File: src/rtl/mem_port_arbiter.sv
// Shares one single-port memory between fetch and load/store.
// Round-robin on ties, registered memory port, watchdog abort.
module mem_port_arbiter #(
  parameter int AW      = 32,
  parameter int DW      = 32,
  parameter int TIMEOUT = 255
) (
  input  logic            clk,
  input  logic            rst_n,
  input  logic            if_req,
  input  logic [AW-1:0]   if_addr,
  output logic [DW-1:0]   if_rdata,
  output logic            if_ack,
  output logic            if_err,
  input  logic            d_req,
  input  logic            d_we,
  input  logic [AW-1:0]   d_addr,
  input  logic [DW-1:0]   d_wdata,
  input  logic [DW/8-1:0] d_be,
  output logic [DW-1:0]   d_rdata,
  output logic            d_ack,
  output logic            d_err,
  output logic            m_req,
  output logic            m_we,
  output logic [AW-1:0]   m_addr,
  output logic [DW-1:0]   m_wdata,
  output logic [DW/8-1:0] m_be,
  input  logic [DW-1:0]   m_rdata,
  input  logic            m_ready
);

  localparam int CW = $clog2(TIMEOUT + 2);

  typedef enum logic [1:0] {IDLE, BUSY, ACK} state_t;

  state_t        state, state_d;
  logic          own_dat, last_dat;
  logic          gnt_if, gnt_d, done, tmo;
  logic [CW-1:0] cnt, cnt_d;

  always_ff @(posedge clk or negedge rst_n) begin
    if (!rst_n) state <= IDLE;
    else        state <= state_d;
  end

  always_comb begin
    state_d = state;
    gnt_if  = 1'b0;
    gnt_d   = 1'b0;
    done    = 1'b0;
    tmo     = 1'b0;
    cnt_d   = cnt;
    unique case (state)
      IDLE: begin
        // on a tie, the requester not served last wins
        unique case (1'b1)
          (if_req && (!d_req || last_dat)): gnt_if = 1'b1;
          (d_req && (!if_req || !last_dat)): gnt_d = 1'b1;
          default: ;
        endcase
        if (gnt_if || gnt_d) begin
          state_d = BUSY;
          cnt_d   = '0;
        end
      end
      BUSY: begin
        if (m_ready) begin
          done    = 1'b1;
          state_d = ACK;
        end else begin
          cnt_d = cnt + 1'b1;
          if (TIMEOUT != 0 && cnt_d == CW'(TIMEOUT)) begin
            tmo     = 1'b1;
            state_d = ACK;
          end
        end
      end
      ACK:     state_d = IDLE;
      default: state_d = IDLE;
    endcase
  end

  always_ff @(posedge clk or negedge rst_n) begin
    if (!rst_n) begin
      cnt      <= '0;
      own_dat  <= 1'b0;
      last_dat <= 1'b1;
      m_req    <= 1'b0;
      m_we     <= 1'b0;
      m_addr   <= '0;
      m_wdata  <= '0;
      m_be     <= '0;
      if_rdata <= '0;
      if_ack   <= 1'b0;
      if_err   <= 1'b0;
      d_rdata  <= '0;
      d_ack    <= 1'b0;
      d_err    <= 1'b0;
    end else begin
      cnt    <= cnt_d;
      if_ack <= 1'b0;
      if_err <= 1'b0;
      d_ack  <= 1'b0;
      d_err  <= 1'b0;
      if (gnt_if) begin
        m_req    <= 1'b1;
        m_we     <= 1'b0;
        m_addr   <= if_addr;
        m_wdata  <= '0;
        m_be     <= '1;
        own_dat  <= 1'b0;
        last_dat <= 1'b0;
      end
      if (gnt_d) begin
        m_req    <= 1'b1;
        m_we     <= d_we;
        m_addr   <= d_addr;
        m_wdata  <= d_wdata;
        m_be     <= d_be;
        own_dat  <= 1'b1;
        last_dat <= 1'b1;
      end
      if (done || tmo) begin
        m_req <= 1'b0;
        if (own_dat) begin
          d_ack   <= 1'b1;
          d_err   <= tmo;
          d_rdata <= (tmo || m_we) ? '0 : m_rdata;
        end else begin
          if_ack   <= 1'b1;
          if_err   <= tmo;
          if_rdata <= tmo ? '0 : m_rdata;
        end
      end
    end
  end

endmodule
File: config.mk
export PLATFORM = sky130hd
export DESIGN_NAME = mem_port_arbiter
export DESIGN_NICKNAME = d
export VERILOG_FILES = /design/src/rtl/mem_port_arbiter.sv
export SDC_FILE = /design/constraint.sdc
export NUM_CORES = 1
export LEC_CHECK = 0
export CORE_MARGIN = 1.5
export CORE_UTILIZATION = 41
export DETAILED_ROUTE_END_ITERATION = 10
export PLACE_DENSITY = 0.8
export SYNTH_ARGS = -nofsm -noshare
export SYNTH_HDL_FRONTEND = slang
export SYNTH_SLANG_ARGS = --single-unit
File: constraint.sdc
create_clock -name clk -period 2.8 [get_ports clk]
set_input_delay 0.42 -clock clk [delete_from_list [all_inputs] [get_ports clk]]
set_output_delay 0.42 -clock clk [all_outputs]
set_load 0.01 [all_outputs]
==> run summary, run 1 <==
Of all nets on the critical path, the largest fanout is 33. The total clock buffers created by CTS was 17; the internal portion of total power was 0.00750 W. Clock skew on the completed layout was measured at 0.00714 ns. For this run, the number of standard cells in the final layout without fillers is 959. The summed negative setup slack over all endpoints is 0 ns. For the data arrival time of the critical path, the log shows 2.70 ns. The final net count is 906, and the diode insertion count for antenna repair is 0.

Largest buffer count on any clock path: 2. Yosys printed 0 warnings. Synthesis produced a netlist with a net count of 639. The final max-slew violation count was 0; the global placer's final weighted congestion was 0.847. For the finished layout, the period the worst path requires is 2.41 ns. Setup violations remaining at the end of the flow were counted as 0. The post-synthesis to final-layout area growth is 60.8%. The total global routing overflow came out at 0. After detailed routing, the number of vias per cell comes to 5.34. For the number of global-route vias before repair, the log shows 4946. Final period utilization: 0.860. The detail route stage leaves a number of antenna-violating nets equal to 0. In the layout the commonest cells are sky130_fd_sc_hd__clkdlybuf4s50_1 (274), sky130_fd_sc_hd__dfrtp_1 (150), sky130_fd_sc_hd__a22o_1 (98). Type of the most critical hold path: in -> async.

The tool flagged a number of max-cap violations equal to 0. Static timing analysis puts the maximum clock frequency at 415 MHz. Across the VDD grid, the largest voltage drop is 0.524 mV. The clock root buffer master was sky130_fd_sc_hd__clkbuf_16. The average wire per cell in the routed design was 17.9 um; the maximum number of pins on one net before global-route repair was 69. The logs give 0.422 for the initial core utilization and 151 for the number of clock sinks. The final reports fail on negative hold slack. The actual transition at the worst max-transition pin was 0.625 ns; the combinational share of power was 0.418.

During I/O placement, the number of pins put on the boundary was 276. The run gives 12 as the number of hold violations in the final report. In this run, post-CTS repair resized a total of 0 instances. Total global routing track utilization: 0.228. For this design, the CTS-stage hold fixing added 0 buffers.

The number of placed instances, taps included is 927. In this run, distinct cell masters in the synthesized netlist total 33. The fraction of synthesis flops using an asynchronous set or reset pin was 1.00. The die is 123 um wide.

For the routed via count, the log shows 5125. In this run the core area contains 43 standard-cell rows. The logs give 4 for the detailed-router iteration count before antenna repair and 5900 um2 for the cell area after synthesis. TritonCTS built the clock tree. Leaving out fill and tap cells, the most frequent cell in the layout is sky130_fd_sc_hd__clkdlybuf4s50_1. Summing internal, switching and leakage power gives 0.0110 W.

Sort of element at the start of the critical path: a flip-flop. The worst setup path is captured at a flip-flop. For this run, design rule violations remaining after detail routing come to 0. After clock tree synthesis, the clock-pin slew on the worst setup and hold paths is 0.06 ns. The share of layout cells above drive strength 1 works out to 0.0693. Dividing the synthesized area by the synthesized cell count gives 11.8 um2. Detailed placement finished with a half-perimeter wire length of 12100 um.

The number of buffers inserted by port buffering works out to 275. The tools report the die footprint as 15100 um2. The core region is 14000 um2. The tightest slew margin relative to the limit was 0.583; the cell leakage power was 4.05 nW. The H-tree depth was 4; the global-route wire length before repair was 26000 um.

For the worst setup path, the data required time is 3.09 ns. The tools report the clock network power share as 0.232. The tools report the number of buffers added for setup after CTS as 0.

The number of antenna violations at the first check in global routing was 0. The clock latency on the worst-skew pair is 0.42 ns. The synthesized instance count is 499, and the switching power share of the total is 0.319.

The flow ran to the end, but the final reports show violations. The tools report the sequential area share after synthesis as 0.641. The logs give 17100 um for the total wirelength of the detailed-routed design and -0.0126 ns for the worst-case hold slack. Counting flops with a built-in enable in the synthesized netlist gives 0.

The filler cell count in the final layout was 1016. The sequential cell fraction of total power was 0.350; the net switching power was 0.00351 W. The number of DRC markers in iteration 0 was 362. Critical path class: reg -> reg. After synthesis the netlist holds a flip-flop and latch count of 151. The most used flip-flop cell after synthesis is sky130_fd_sc_hd__dfrtp_1. Dividing total power by cell area gives a power density of 1160 nW/um2. In this run the vertical extent of the chip is 123 um. Setup repair after global routing left no endpoint under its margin.
[cells by family after synthesis]
family,Yosys count,synth area share
AOI/OAI and AO/OA,158,0.211
DFF,151,0.641
and+or+nand+nor,144,0.103
buffers and inverters,41,0.0356
xor gates and xnor gates,3,0.00446
adders and majority gates,2,0.00424
[path summary, 6_finish.rpt]
path                                            from                        to  slack, ns  cells after the start
worst max register to register    cnt[0]$_DFFE_PN0P_  if_rdata[23]$_DFFE_PN0P_       0.39                      7
max in group asynchronous                      rst_n   if_rdata[2]$_DFFE_PN0P_       2.02                      2
min in group clk                last_dat$_DFFE_PN1P_      last_dat$_DFFE_PN1P_       0.46                      2
worst max-delay path              cnt[0]$_DFFE_PN0P_  if_rdata[23]$_DFFE_PN0P_       0.39                      7
worst min register to register  last_dat$_DFFE_PN1P_      last_dat$_DFFE_PN1P_       0.46                      2
worst min-delay path                           rst_n    d_rdata[7]$_DFFE_PN0P_      -0.01                      1
[synth_stat cells (2+ instances only)]
cell type | instances | share of area
sky130_fd_sc_hd__o21ai_0 | 13 | 0.011
sky130_fd_sc_hd__a21oi_1 | 2 | 0.0017
sky130_fd_sc_hd__o22a_1 | 5 | 0.0074
sky130_fd_sc_hd__buf_6 | 6 | 0.011
sky130_fd_sc_hd__nand2_1 | 77 | 0.049
sky130_fd_sc_hd__nand4_1 | 3 | 0.0032
sky130_fd_sc_hd__nor3_1 | 3 | 0.0025
sky130_fd_sc_hd__nand3_1 | 5 | 0.0042
sky130_fd_sc_hd__buf_4 | 3 | 0.0038
sky130_fd_sc_hd__inv_1 | 4 | 0.0025
sky130_fd_sc_hd__o21a_1 | 2 | 0.0025
sky130_fd_sc_hd__ha_1 | 2 | 0.0042
sky130_fd_sc_hd__a31oi_1 | 34 | 0.036
sky130_fd_sc_hd__nor2_1 | 42 | 0.027
sky130_fd_sc_hd__and3_1 | 4 | 0.0042
sky130_fd_sc_hd__buf_1 | 4 | 0.0025
sky130_fd_sc_hd__xnor2_1 | 3 | 0.0045
sky130_fd_sc_hd__clkbuf_1 | 24 | 0.015
sky130_fd_sc_hd__dfrtp_1 | 150 | 0.64
sky130_fd_sc_hd__nor3b_1 | 2 | 0.0025
sky130_fd_sc_hd__a22o_1 | 98 | 0.15
sky130_fd_sc_hd__nand3_2 | 2 | 0.0034
[sequential cells by signal, summed over array words and instances (netlist names), 2 cells and up]
signal / count
state: 2
m_be: 4
m_addr: 32
d_rdata: 32
cnt: 9
m_wdata: 32
if_rdata: 32
[power groups by stage]
stage | clock network, W | logic, W | registers, W
after floorplan | 0 | 0.00154 | 0.00421
after global placement | 0 | 0.00450 | 0.00381
after detailed placement | 0 | 0.00462 | 0.00386
after CTS | 0.00260 | 0.00466 | 0.00385
after global routing | 0.00270 | 0.00494 | 0.00397
final | 0.00255 | 0.00460 | 0.00385
[per-stage QoR]
step / worst slack, ns / cell area [um2] / utilization
finish: 0.391 / 9480 / 0.678
global route: 0.276 / 9480 / 0.678
CTS: 0.417 / 9480 / 0.678
detailed placement: 0.429 / 8810 / 0.630
global placement: 0.509 / 8810 / 0.630
floorplan: 0.636 / 5900 / -
[worst max-delay path, stage by stage, from the launching register on]
cell and delay [ns]:
sky130_fd_sc_hd__dfrtp_1 0.41, sky130_fd_sc_hd__ha_1 0.31, sky130_fd_sc_hd__nand2_1 0.10, sky130_fd_sc_hd__or3_4 0.38
sky130_fd_sc_hd__a311oi_2 0.40, sky130_fd_sc_hd__nand3_2 0.10, sky130_fd_sc_hd__buf_4 0.26, sky130_fd_sc_hd__a22o_1 0.31
[layout make-up]
type | instances | area, um2 | share of cell area
well taps | 180 | 225 | 0.0238
multi-input cells | 307 | 1920 | 0.203
repair buffers | 285 | 2870 | 0.302
inverters | 4 | 15.0 | 0.00158
clock buffers | 19 | 453 | 0.0478
clock inverters | 13 | 218 | 0.0230
flip-flops and latches | 151 | 3780 | 0.399
[metal layers]
metal / track usage / share of wire / up-vias
li1: - / - / 2349
met3: 0.0761 / 0.085 / 27
met2: 0.379 / 0.49 / 244
met5: 0 / 0 / -
met1: 0.272 / 0.40 / 2505
met4: 0.0938 / 0.021 / 0
Note: power is estimated with default switching activity, not from simulation.
==> run 2, diff against run 1 <==
--- a/config.mk
+++ b/config.mk
@@ -6,9 +6,9 @@
 export NUM_CORES = 1
 export LEC_CHECK = 0
 export CORE_MARGIN = 1.5
-export CORE_UTILIZATION = 41
+export CORE_UTILIZATION = 37
 export DETAILED_ROUTE_END_ITERATION = 10
-export PLACE_DENSITY = 0.8
+export PLACE_DENSITY = 0.83
 export SYNTH_ARGS = -nofsm -noshare
 export SYNTH_HDL_FRONTEND = slang
 export SYNTH_SLANG_ARGS = --single-unit
==> constraint.sdc (replaced) <==
create_clock -name clk -period 2.1 [get_ports clk]
set_input_delay 0.315 -clock clk [delete_from_list [all_inputs] [get_ports clk]]
set_output_delay 0.315 -clock clk [all_outputs]
set_load 0.01 [all_outputs]
==> run summary, run 2 (synthesis gave the netlist of run 1 again) <==
The actual transition at the worst max-transition pin is 0.521 ns (-0.104 ns), and the count of max-cap constraint violations is 0 (unchanged). The share of layout cells above drive strength 1 works out to 0.0986 (+0.0293). Setup repair after global routing could not meet its margin everywhere. The final max-slew violation count is 0 (unchanged).

The total setup violations reported at the end of the flow is 54 (+54). The power density over the cells is 1480 nW/um2 (+27%). The routed via count is 5223 (+1.9%), and the worst vdd rail ir drop is 0.683 mV (+30%). The endpoint of the most critical register-to-register path is d_rdata[28]$_DFFE_PN0P_. The die width is 129 um (+5.1%), and the post-DP HPWL is 12200 um (+1.1%). The logs give 970 (+4.6%) for the number of placed instances, taps included and 2 (unchanged) for the largest buffer count on any clock path. The maximum achievable frequency is 463 MHz (+11%), and the clock input transition at the sequential cells of the worst setup and hold paths is 0.06 ns (about the same). The clock latency on the worst-skew pair was 0.42 ns (about the same); the buffers plus inverters on the worst setup path was 2 (+1). The logs give 0.639 (-0.0390) for the share of the core filled with cells and 0 (unchanged) for the diode insertion count for antenna repair.

The tools report the cell leakage power as 4.20 nW (+3.6%). The logs give 1012 (+5.5%) for the final instance count without filler cells and 5073 (+2.6%) for the number of global-route vias before repair. The number of DRC markers in iteration 0 is 304 (-16%), and the maximum fanout along the worst path is 8 (-76%). The largest stage delay on the critical path works out to 0.40 ns (about the same). The data arrival time of the critical path was 2.46 ns (-0.24 ns); the worst clock skew on the final layout was 0.00687 ns (-0.000265 ns). Total global routing track utilization: 0.206 (-0.0217). The final period utilization is 1.03 (+0.169). The number of placement rows is 45 (+4.7%), and the post-synthesis to final-layout area growth is 66.5%. Register-to-register path setup slack: -0.06 ns (-0.45 ns). Leaving out fill and tap cells, the most frequent cells in the layout are sky130_fd_sc_hd__clkdlybuf4s50_1 (274), sky130_fd_sc_hd__dfrtp_1 (150), sky130_fd_sc_hd__a22o_1 (98). Setup slack of the critical path after layout: -0.0614 ns (-0.453 ns).

TritonCTS built the clock tree. The run gives 26600 um (+2.1%) as the global-route wire length before repair. The detailed-router iteration count before antenna repair was 5 (+1); the worst slack after detailed placement was -0.0196 ns (-0.448 ns). For the global placer's final weighted congestion, the log shows 0.766 (-9.6%).

The tools report the total wirelength of the detailed-routed design as 17700 um (+3.4%). The worst reg2reg path startpoint is cnt[0]$_DFFE_PN0P_. The run gives 151 (unchanged) as the number of clock sinks. For the die footprint, the log shows 16700 um2 (+11%). The initial core utilization was 0.384 (-0.0379); the total global routing overflow was 0 (unchanged). The worst setup path is captured at a flip-flop. The worst setup path is launched from a flip-flop.

The final period demand of the worst path was 2.16 ns (-0.247 ns); the number of hold violations in the final report was 0 (-12). The cell count of the worst reg-to-reg path is 8 (+1), and the floorplan die height is 129 um (+5.1%). The H-tree depth is 4 (unchanged). The most common cell after layout, fill and taps aside is sky130_fd_sc_hd__clkdlybuf4s50_1.

The average wire per cell in the routed design was 17.5 um (-2.0%). Family with the most delay on the worst path: simple AND/OR/NAND/NOR gates. For the required time at the worst-slack endpoint, the log shows 2.40 ns (-0.69 ns).

The flow ran to the end, but the final reports show violations. The run gives 928 (+2.4%) as the final net count. The total clock buffers created by CTS was 17 (unchanged). The critical path goes through ha_4 > nand2_2 > or3_4 > a311oi_4 > buf_4 > nand3_4 > clkbuf_16 > a22o_1. The residual antenna-violating net count after detailed routing was 0 (unchanged).

Critical path class: reg -> reg. The tools report the tightest slew margin relative to the limit as 0.652 (+0.0691). The final reports fail on negative setup slack.

The post-detailed-route via-to-cell ratio is 5.16 (-3.4%), and the maximum number of pins on one net before global-route repair is 70 (+1.4%). The DRC violations left is 0 (unchanged), and the number of antenna violations at the first check in global routing is 1 (+1). Clock root buffer master: sky130_fd_sc_hd__clkbuf_16. The number of buffers inserted by port buffering is 275 (unchanged). The critical path starts at cnt[0]$_DFFE_PN0P_.

The worst-path cell with the longest stage delay was sky130_fd_sc_hd__dfrtp_1. The type of the most critical hold path was in -> async. The core area is 15400 um2 (+9.9%), and the boundary pin count is 276 (unchanged).
[run 2: per-stage QoR]
stage | setup TNS [ns] | total power, W | cell area (um2) | hold slack [ns]
after floorplan | 0 | 0.00767 | 5910 | 0.0194
after global placement | 0 | 0.0112 | 9040 | 0.307
after detailed placement | -0.0470 | 0.0114 | 9040 | 0.309
after CTS | 0 | 0.0145 | 9640 | 0.432
after global routing | -7.09 | 0.0154 | 9820 | 0.448
final | -1.45 | 0.0145 | 9820 | 0.429
[run 2: timing repair]
action                                 in CTS  in global routing
endpoints found under the hold margin      52                  0
pin swaps                                   0                 15
resized for setup                           1                  7
cloned                                      0                  5
buffers inserted                            0                  4
setup endpoints to repair                   1                 64
hold buffers                                1                  0
[run 2: worst max path at each step]
| stage | to | slack (ns) | depth (start not counted) |
|---|---|---|---|
| after floorplan | d_rdata[11]$_DFFE_PN0P_ | 0.05 | 8 |
| after global placement | d_rdata[19]$_DFFE_PN0P_ | 0.03 | 7 |
| after detailed placement | d_rdata[13]$_DFFE_PN0P_ | -0.02 | 7 |
| after CTS | d_rdata[15]$_DFFE_PN0P_ | 0.02 | 7 |
| after global routing | d_rdata[28]$_DFFE_PN0P_ | -0.15 | 8 |
| final | d_rdata[28]$_DFFE_PN0P_ | -0.06 | 8 |
[run 2: worst register-to-register path, stage by stage (launching register included)]
cell and delay [ns]:
sky130_fd_sc_hd__dfrtp_1 0.40, sky130_fd_sc_hd__ha_4 0.18, sky130_fd_sc_hd__nand2_2 0.06, sky130_fd_sc_hd__or3_4 0.35, sky130_fd_sc_hd__a311oi_4 0.30, sky130_fd_sc_hd__buf_4 0.17
sky130_fd_sc_hd__nand3_4 0.13, sky130_fd_sc_hd__clkbuf_16 0.21, sky130_fd_sc_hd__a22o_1 0.24
[run 2: layout make-up]
cell class / instances / area (um2)
fillers: 1197 / 5550
flip-flops and latches: 151 / 3780
inverters: 4 / 15.0
repair buffers: 307 / 3180
multi-input cells: 307 / 1990
clock buffers: 17 / 425
well taps: 211 / 264
clock inverters: 15 / 166
[run 2: per-layer routing]
layer	track usage	vias up	wire length [um]
li1	-	2411	-
met1	0.255	2487	6850
met2	0.330	285	8560
met3	0.0784	38	1820
met4	0.0767	2	462
met5	0	-	13
[run 2: power by group]
part	switching, W	internal [W]	total [W]
Sequential	0.000843	0.00426	0.00511
Clock	0.00126	0.00178	0.00304
Combinational	0.00264	0.00374	0.00638
